===== config.mk =====
export PLATFORM = sky130hd
export DESIGN_NAME = mac_decode_arbiter_flat
export DESIGN_NICKNAME = d
export VERILOG_FILES = /design/src/rtl/mac_pkg.sv /design/src/rtl/mac_decode_arbiter_if.sv /design/src/rtl/mac_decoder_mid.sv /design/src/rtl/mac_decode_arbiter.sv /design/src/flat_wrapper.sv
export SDC_FILE = /design/constraint.sdc
export NUM_CORES = 1
export LEC_CHECK = 0
export BUFFER_PORTS_ARGS = -buffer_cell sky130_fd_sc_hd__buf_4
export CAP_MARGIN = 10
export CORE_MARGIN = 2
export CORE_UTILIZATION = 53
export DETAILED_ROUTE_END_ITERATION = 10
export GPL_TIMING_DRIVEN = 0
export PLACE_DENSITY = 0.84
export SYNTH_ARGS = -nofsm -noshare
export SYNTH_HDL_FRONTEND = slang
export SYNTH_SLANG_ARGS = --single-unit
export TNS_END_PERCENT = 30

===== constraint.sdc =====
create_clock -name i_clk -period 4.8 [get_ports i_clk]
set_input_delay 0.48 -clock i_clk [delete_from_list [all_inputs] [get_ports i_clk]]
set_output_delay 0.48 -clock i_clk [all_outputs]
set_load 0.05 [all_outputs]

===== src/rtl/mac_pkg.sv =====
// Shared MAC datatypes plus decode-arbiter state and field types.
package mac_pkg;

    typedef enum logic [1:0] {
        MAC_DATATYPE_INT8 = 2'd0,
        MAC_DATATYPE_FP8  = 2'd1,
        MAC_DATATYPE_INT9 = 2'd2,
        MAC_DATATYPE_RSVD = 2'd3
    } mac_datatype;

    typedef enum logic [1:0] {
        ARB_IDLE  = 2'd0,
        ARB_LOCK0 = 2'd1,
        ARB_LOCK1 = 2'd2
    } mac_dec_arb_state;

    typedef struct packed {
        logic       iszero;
        logic       sign;
        logic [3:0] exp;
        logic [8:0] mant;
    } mac_dec_fields;

endpackage


===== src/rtl/mac_decode_arbiter_if.sv =====
// Operand request and decoded-beat bus of mac_decode_arbiter.
interface mac_decode_arbiter_if;
    import mac_pkg::*;

    logic [1:0]          i_req_valid;
    logic [1:0]          o_req_ready;
    mac_datatype [1:0]   i_req_datatype;
    logic [1:0][8:0]     i_req_data;
    logic                o_dec_valid;
    logic                i_dec_ready;
    logic                o_dec_src;
    logic                o_dec_iszero;
    logic                o_dec_sign;
    logic [3:0]          o_dec_exp;
    logic [8:0]          o_dec_mant;

    modport slave (
        input  i_req_valid, i_req_datatype, i_req_data,
        input  i_dec_ready,
        output o_req_ready, o_dec_valid, o_dec_src,
        output o_dec_iszero, o_dec_sign,
        output o_dec_exp, o_dec_mant
    );

    modport master (
        output i_req_valid, i_req_datatype, i_req_data,
        output i_dec_ready,
        input  o_req_ready, o_dec_valid, o_dec_src,
        input  o_dec_iszero, o_dec_sign,
        input  o_dec_exp, o_dec_mant
    );

endinterface


===== src/rtl/mac_decoder_mid.sv =====
// Combinational 9-bit operand decoder (FP8 vs. integer layouts).
module mac_decoder_mid
    import mac_pkg::*;
(
    input  mac_datatype   i_datatype,
    input  logic [8:0]    i_data,
    output mac_dec_fields o_fields
);

    logic w_sub;

    assign w_sub = (i_data[6:3] == 4'd0) &&
                   (i_data[2:0] != 3'd0);

    always_comb begin
        o_fields        = '0;
        o_fields.iszero = (i_data == 9'd0);
        o_fields.exp    = i_data[6:3];
        if (i_datatype == MAC_DATATYPE_FP8) begin
            o_fields.sign = i_data[7];
            o_fields.mant = {5'b0, w_sub, i_data[2:0]};
        end else begin
            o_fields.sign = i_data[8];
            o_fields.mant = i_data;
        end
    end

endmodule


===== src/rtl/mac_decode_arbiter.sv =====
// Round-robin burst-lock arbiter sharing one decoder between two loaders.
// Optional saturating accept counters: define MAC_DEC_ARB_STAT_EN.
module mac_decode_arbiter
    import mac_pkg::*;
#(
    parameter int BURST_LEN = 4,
    parameter int STAT_W    = 16
) (
    input  logic i_clk,
    input  logic i_reset,
    mac_decode_arbiter_if.slave bus
`ifdef MAC_DEC_ARB_STAT_EN
    ,
    output logic [1:0][STAT_W-1:0] o_stat_cnt
`endif
);

    localparam logic [3:0] BLAST = 4'(BURST_LEN - 1);

    if (BURST_LEN < 1 || BURST_LEN > 16 || STAT_W < 1)
    begin : g_bad_cfg
        $error("mac_decode_arbiter: bad parameters");
    end

    mac_dec_arb_state r_state, w_state_nxt;
    logic [3:0]    r_bcnt, w_bcnt_nxt, w_bcnt_eff;
    logic          r_lsp, w_lsp_nxt;
    logic [1:0]    w_v;
    logic          w_lock_ok, w_gnt, w_gnt_v;
    logic          w_can, w_acc, w_other_v;
    mac_datatype   w_dt;
    logic [8:0]    w_data;
    mac_dec_fields w_fields, r_fields;
    logic          r_valid, r_src;

    assign w_v    = bus.i_req_valid;
    assign w_dt   = bus.i_req_datatype[w_gnt];
    assign w_data = bus.i_req_data[w_gnt];

    // A lock whose owner dropped valid falls back to the idle rule
    always_comb begin
        w_lock_ok = (r_state == ARB_LOCK0 && w_v[0]) ||
                    (r_state == ARB_LOCK1 && w_v[1]);
        w_gnt_v   = |w_v;
        w_gnt     = 1'b0;
        if (w_lock_ok)
            w_gnt = (r_state == ARB_LOCK1);
        else if (&w_v)
            w_gnt = ~r_lsp;
        else
            w_gnt = w_v[1];
        w_can      = !r_valid || bus.i_dec_ready;
        w_acc      = w_gnt_v && w_can && !i_reset;
        w_other_v  = w_gnt ? w_v[0] : w_v[1];
        w_bcnt_eff = w_lock_ok ? r_bcnt : 4'd0;
        bus.o_req_ready = 2'b00;
        if (w_acc)
            bus.o_req_ready = w_gnt ? 2'b10 : 2'b01;
    end

    always_comb begin
        w_state_nxt = r_state;
        w_bcnt_nxt  = r_bcnt;
        w_lsp_nxt   = r_lsp;
        if (w_acc) begin
            w_lsp_nxt = w_gnt;
            if (w_bcnt_eff == BLAST || !w_other_v) begin
                w_state_nxt = ARB_IDLE;
                w_bcnt_nxt  = 4'd0;
            end else begin
                w_state_nxt = w_gnt ? ARB_LOCK1 : ARB_LOCK0;
                w_bcnt_nxt  = w_bcnt_eff + 4'd1;
            end
        end else if (!w_lock_ok) begin
            w_state_nxt = ARB_IDLE;
            w_bcnt_nxt  = 4'd0;
        end
    end

    always_ff @(posedge i_clk) begin
        if (i_reset) begin
            r_state <= ARB_IDLE;
            r_bcnt  <= 4'd0;
            r_lsp   <= 1'b1;
        end else begin
            r_state <= w_state_nxt;
            r_bcnt  <= w_bcnt_nxt;
            r_lsp   <= w_lsp_nxt;
        end
    end

    mac_decoder_mid u_dec (
        .i_datatype (w_dt),
        .i_data     (w_data),
        .o_fields   (w_fields)
    );

    always_ff @(posedge i_clk) begin
        if (i_reset) begin
            r_valid  <= 1'b0;
            r_src    <= 1'b0;
            r_fields <= '0;
        end else if (w_acc) begin
            r_valid  <= 1'b1;
            r_src    <= w_gnt;
            r_fields <= w_fields;
        end else if (bus.i_dec_ready) begin
            r_valid  <= 1'b0;
        end
    end

    assign bus.o_dec_valid  = r_valid;
    assign bus.o_dec_src    = r_src;
    assign bus.o_dec_iszero = r_fields.iszero;
    assign bus.o_dec_sign   = r_fields.sign;
    assign bus.o_dec_exp    = r_fields.exp;
    assign bus.o_dec_mant   = r_fields.mant;

`ifdef MAC_DEC_ARB_STAT_EN
    logic [1:0][STAT_W-1:0] r_stat;

    always_ff @(posedge i_clk) begin
        if (i_reset)
            r_stat <= '0;
        else if (w_acc && r_stat[w_gnt] != '1)
            r_stat[w_gnt] <= r_stat[w_gnt] + 1'b1;
    end

    assign o_stat_cnt = r_stat;
`endif

endmodule


===== src/flat_wrapper.sv =====
// flat-port wrapper written by rule: the top's interface ports become plain ports
module mac_decode_arbiter_flat import mac_pkg::*;
#(
    parameter int BURST_LEN = 4,
    parameter int STAT_W    = 16
)
  (i_clk, i_reset, bus_i_req_valid, bus_i_req_datatype, bus_i_req_data, bus_i_dec_ready, bus_o_req_ready, bus_o_dec_valid, bus_o_dec_src, bus_o_dec_iszero, bus_o_dec_sign, bus_o_dec_exp, bus_o_dec_mant);
  mac_decode_arbiter_if bus_i ();
  input  logic i_clk;
  input  logic i_reset;
  input wire logic [$bits(bus_i.i_req_valid)-1:0] bus_i_req_valid;
  input wire logic [$bits(bus_i.i_req_datatype)-1:0] bus_i_req_datatype;
  input wire logic [$bits(bus_i.i_req_data)-1:0] bus_i_req_data;
  input wire logic [$bits(bus_i.i_dec_ready)-1:0] bus_i_dec_ready;
  output wire logic [$bits(bus_i.o_req_ready)-1:0] bus_o_req_ready;
  output wire logic [$bits(bus_i.o_dec_valid)-1:0] bus_o_dec_valid;
  output wire logic [$bits(bus_i.o_dec_src)-1:0] bus_o_dec_src;
  output wire logic [$bits(bus_i.o_dec_iszero)-1:0] bus_o_dec_iszero;
  output wire logic [$bits(bus_i.o_dec_sign)-1:0] bus_o_dec_sign;
  output wire logic [$bits(bus_i.o_dec_exp)-1:0] bus_o_dec_exp;
  output wire logic [$bits(bus_i.o_dec_mant)-1:0] bus_o_dec_mant;
  assign bus_i.i_req_valid = bus_i_req_valid;
  assign bus_i.i_req_datatype = bus_i_req_datatype;
  assign bus_i.i_req_data = bus_i_req_data;
  assign bus_i.i_dec_ready = bus_i_dec_ready;
  assign bus_o_req_ready = bus_i.o_req_ready;
  assign bus_o_dec_valid = bus_i.o_dec_valid;
  assign bus_o_dec_src = bus_i.o_dec_src;
  assign bus_o_dec_iszero = bus_i.o_dec_iszero;
  assign bus_o_dec_sign = bus_i.o_dec_sign;
  assign bus_o_dec_exp = bus_i.o_dec_exp;
  assign bus_o_dec_mant = bus_i.o_dec_mant;
  mac_decode_arbiter #(.BURST_LEN(BURST_LEN), .STAT_W(STAT_W)) u_core (.i_clk(i_clk), .i_reset(i_reset), .bus(bus_i));
endmodule

* After elaboration in Yosys (flattened, before gate mapping)
Index checks and enable logic that the tools add are counted.
** Word-level totals
- Register bits :: 24
- Output and inout port bits :: 19
- Word-level logic and storage cells :: 53
** Operators by class
- $add $sub $neg :: 1
- Bitwise operators :: 1
- Order comparisons :: 1
- Reductions and logical operators :: 17
- Equal/unequal tests :: 5
- Multiplexer cells :: 19
** Operators by type and width (number)
- $mux W9 :: 3
- $mux W2 :: 7
- $mux W4 :: 3
- $logic_not A9 Y1 :: 1
- $mux W1 :: 6
- $logic_and A1 B1 Y1 :: 5
- $add A4 B1 Y4 const B :: 1
- $eq A2 B1 Y1 const B :: 2
- $eq A4 B2 Y1 const B :: 1
- $logic_not A4 Y1 :: 1
- $logic_not A1 Y1 :: 3
- $logic_or A1 B1 Y1 :: 3
- $reduce_bool A3 Y1 :: 1
- $eq A2 B2 Y1 const B :: 1
- $lt A1 B2 Y1 const B :: 1
- $ne A2 B2 Y1 const B :: 1
- $reduce_and A2 Y1 :: 1
- $reduce_bool A2 Y1 :: 1
- $reduce_or A2 Y1 :: 1
- $not A1 Y1 :: 1

* Depth between registers and ports, before layout
- Depth after elaboration :: 9
- Mapped depth :: 7
- Depth with buffers taken out :: 7

* Modules after synthesis
From an unflattened synthesis, not the netlist that was laid out.
** Unflattened totals
- Cell total of the unflattened synthesis :: 153
- Area, all modules :: 1317.5 um2
** Modules (own cells, without submodules)
- mac_decode_arbiter :: seq. area each 480.5 um2, cells each 134, times used 1, area each 1168.6 um2
- mac_decoder_mid :: seq. area each 0.0 um2, cells each 19, times used 1, area each 148.9 um2

* Worst setup path before layout
Ideal clock, no wire load.
- Kind :: input port to output port
- Start :: input bus_i_req_valid[0]
- End :: output bus_o_req_ready[0]
- Arrival time :: 2.264 ns
- Path buffers :: 2
- Stages on the path :: 5
- Data required time :: 4.320 ns
- Path slack :: 2.056 ns
- Cells stage by stage :: inv_1 > o311a_1 > buf_4 > buf_2 > nor3_1
** On the way
- Longest elaborated chain between the ends :: 5
- Elaborated cells between the ends (all ways) :: 10
- Classes of those cells :: mux (4); reduce/logical (6)
** Ends and longest elaborated chain
- start, declared :: line flat_wrapper.sv:11 : input wire logic [$bits(bus_i.i_req_valid)-1:0] bus_i_req_valid;
- $reduce_and A2 Y1 or $logic_and A1 B1 Y1 (tied branches) :: line mac_decode_arbiter.sv:48, mac_decode_arbiter.sv:42
- $mux W1 or $logic_or A1 B1 Y1 (tied branches) :: line mac_decode_arbiter.sv:48, mac_decode_arbiter.sv:42
- $mux W1 :: line mac_decode_arbiter.sv:46 : if (w_lock_ok)
- $mux W2 :: line mac_decode_arbiter.sv:58 : bus.o_req_ready = w_gnt ? 2'b10 : 2'b01;
- $mux W2 (*) :: line mac_decode_arbiter.sv:57 : if (w_acc)
- end, declared :: line flat_wrapper.sv:15 : output wire logic [$bits(bus_i.o_req_ready)-1:0] bus_o_req_ready;
Every way passes the cells marked *; elsewhere a longest branch is shown, timed or not.

* Worst setup path in the final report
- Start :: register u_core.r_lsp
- End :: output bus_o_req_ready[0]
** On the way
- Longest elaborated chain between the ends :: 5
** Ends and longest elaborated chain
- start, declared :: line mac_decode_arbiter.sv:27 : logic r_lsp, w_lsp_nxt;
- start signal, assigned :: line mac_decode_arbiter.sv:88 : r_lsp <= w_lsp_nxt;
- $not A1 Y1 :: line mac_decode_arbiter.sv:49 : w_gnt = ~r_lsp;
- $mux W1 :: line mac_decode_arbiter.sv:48 : else if (&w_v)
- $mux W1 :: line mac_decode_arbiter.sv:46
- $mux W2 :: line mac_decode_arbiter.sv:58
- $mux W2 :: line mac_decode_arbiter.sv:57
Every way passes these cells.

==> summary.md <==
| Metric | Value |
|---|---|
| Status | completed |
| Placed insts | 244 |
| Post-CTS Resized | 0 |
| Vias in the first global route | 1253 |
| Reg2reg setup slack | 2630 ps |
| Gr usage total | 25.9% |
| Static Leak | 0.749 nW |
| Total Wirelength | 3660 µm |
| Synth cell types | 38 |
| Worst reg-to-reg path cell count | 7 |
| VDD IR max | 0.273 mV |
| Final ANT Viol Nets | 0 |
| Pins Over Slew Limit | 0 |
| HP Class | input port to flop |
| Hold path cells | 3 |
| GR Overflow Total | 0 |
| Largest net degree at the start of global routing | 15 |
| Max clock buf depth | 2 |
| Cells after Synth | 169 |
| Post-synth top area share | 35.9% |
| Drt drc | 0 |
| Setup CP Type | flop to primary output |
| Layout Area Growth over Synthesis | 32.0% |
| Clk sink count | 24 |
| Die width | 54.2 µm |
| Final setup violation count | 0 |
| Max_slew headroom | 50.5% |
| Die Height | 54.2 µm |
| Final Hold Vio Count | 0 |
| Seq/Total Area, Yosys | 35.9% |
| GP Congestion | 0.792 |
| CTS Hold Buffers Added | 0 |
| Commonest cells after routing, fill and taps aside | 47 x buf_4, 24 x dfxtp_1, 23 x nand2_1, 19 x nor2_1, 14 x nand3_1 |
| Min cycle time layout | 2460 ps |
| Power Density | 303 nW/µm² |
| CTS Buf Count | 3 |
| Crit end category | primary output |
| Share of cells above drive strength 1 | 27.5% |
| Starting density of the core | 55.0% |
| Max-cap check violation count | 0 |
| Syn. warnings | 0 |
| Top-Level Pins | 46 |
| Post-DR vias/cell | 6.08 |
| Area leader, netlist | dfxtp_1 |
| Top cell by count, worst path | buf_4 |
| Critical Path Fanout Max | 10 |
| Number of I/O port buffers | 45 |
| Num rows | 18 |
| Cell Area, Synth | 1340 µm² |
| Ranking of synthesized cells by area | dfxtp_1 36%, a311oi_1 8.5%, nand2_1 6.5% |
| Slowest CP cell | dfxtp_1 |
| WP data required | 4320 ps |
| Flops & latches, synth | 24 |
| CP Launch Type | flop |
| Critical Path, Cell by Cell | and2b_4 -> o311a_1 -> buf_4 -> buf_2 -> nor3_1 -> buf_4 |
| Synthesized area per cell | 7.91 µm² |
| FMAX | 406 MHz |
| Detailed placement HPWL | 2700 µm |
| CP Buf/Inv Count | 3 |
| Worst clock skew | 5.44 ps |
| Core area | 2430 µm² |
| First drt pass iteration count | 4 |
| Die area | 2940 µm² |
| Crit-path max cell delay | 380 ps |
| Slew of the pin with the lowest slew margin | 735 ps |
| Crit share post-route | 51.3% |
| Worst path depth | 6 |
| First-pass GRT wire length | 5590 µm |
| Worst-path clk slew | 140 ps |
| Clock Latency Late Sink | 320 ps |
| CP delay by family, top | buffers and inverters |
| Most common cell after layout, fill and taps aside | buf_4 |
| Initial antenna violation count | 0 |
| Total negative slack | 0 ps |
| Final #Nets | 247 |
| Clock H-tree levels | 1 |
| RSZ-0062 raised after global routing | false |
| Initial DRC count | 62 |
| Critical Path AT | 1980 ps |
| Vias | 1509 |
| Antenna diodes | 0 |
| CTS tree | built |
| Post-CTS setup buffer count | 0 |
| Routed wire per std cell | 14.8 µm |
| Mapped Nets | 197 |
| Root Buffer | clkbuf_4 |
| Non-filler instance count after layout | 248 |
## worst register-to-register path, cell delays in order, from the launching register on
cell and delay (ps):
dfxtp_1 400, and3b_1 230, or2_2 350, and2_1 180, ha_1 220, o21ai_0 290
o211ai_1 190, a211oi_1 230
## Yosys cell counts, drive strengths merged
cell type,count
a211o,1
a211oi,3
a21oi,8
a311oi,13
and2,3
and2b,1
and3b,2
buf,8
clkbuf,5
dfxtp,24
ha,1
inv,4
mux2,2
mux2i,3
nand2,23
nand2b,3
nand3,14
nand3b,2
nand4,4
nand4b,2
nor2,19
nor2b,1
nor3,4
nor4,3
o211ai,1
o21ai,3
o311a,1
o311ai,1
o31ai,2
or2,2
or3,3
or4,2
xnor2,1
## cells by family (layout without fill, tap and decap cells)
kind of cell | after synthesis | count (layout) | share of synthesized area [%]
buffers and inverters | 17 | 66 | 5.52
AO/OA/AOI/OAI | 33 | 33 | 19.7
XOR/XNOR | 1 | 1 | 0.655
AND/OR/NAND/NOR | 88 | 88 | 33.0
multiplexers | 5 | 5 | 4.21
adder cells (fa/ha/maj) | 1 | 1 | 0.935
flip-flops | 24 | 24 | 35.9
## sequential cells by signal (all words and copies together) (netlist names)
register and flops:
u_core.bus.o_dec_mant 9, u_core.bus.o_dec_exp 4, u_core.r_bcnt 4, u_core.r_state 2, u_core.bus.o_dec_iszero 1, u_core.bus.o_dec_sign 1, u_core.bus.o_dec_src 1, u_core.bus.o_dec_valid 1
u_core.r_lsp 1
## power by group
group          internal [mW]  switching (mW)
Clock                 0.0845          0.0646
Combinational         0.0583           0.106
Sequential             0.214         0.00807
## per-layer routing
layer	part of all wire, %	vias up	global-route usage, %
met4	0.98	0	8.75
met5	0	-	0
met2	48	78	41.6
met1	43	709	36.3
met3	8.1	5	2.46
li1	-	717	-
## layout make-up
cell class	count	area [µm²]
timing repair buffer	45	338
inverter	4	15.0
clock inverter	1	30.0
multi-input combinational	128	783
clock buffer	3	22.5
fill	188	667
tap	30	37.5
sequential	24	480
buffer	13	58.8
## worst paths after layout
check                                         start                                     to
setup / recovery          u_core.r_lsp$_SDFFE_PP1P_                     bus_o_req_ready[0]
hold / removal                   bus_i_req_data[11]  u_core.bus.o_dec_mant[2]$_SDFFE_PP0P_
setup reg to reg     u_core.r_state[0]$_SDFFE_PP0P_            u_core.r_bcnt[3]$_SDFF_PP0_
hold reg to reg   u_core.bus.o_dec_src$_SDFFE_PP0P_      u_core.bus.o_dec_src$_SDFFE_PP0P_
## per-stage QoR
step | hold slack, ps | setup WS, ps | power (mW) | instance area, µm² | util (%)
3_3_place_gp | 445 | 2540 | 0.387 | 1710 | 70.4
5_1_grt | 431 | 2260 | 0.555 | 1770 | 72.6
4_1_cts | 424 | 2360 | 0.535 | 1770 | 72.6
6_report | 426 | 2340 | 0.536 | 1770 | 72.6
2_1_floorplan | 452 | 2060 | 0.332 | 1340 | -
3_5_place_dp | 464 | 2460 | 0.389 | 1710 | 70.4
Power figures use the tool's default switching activity.
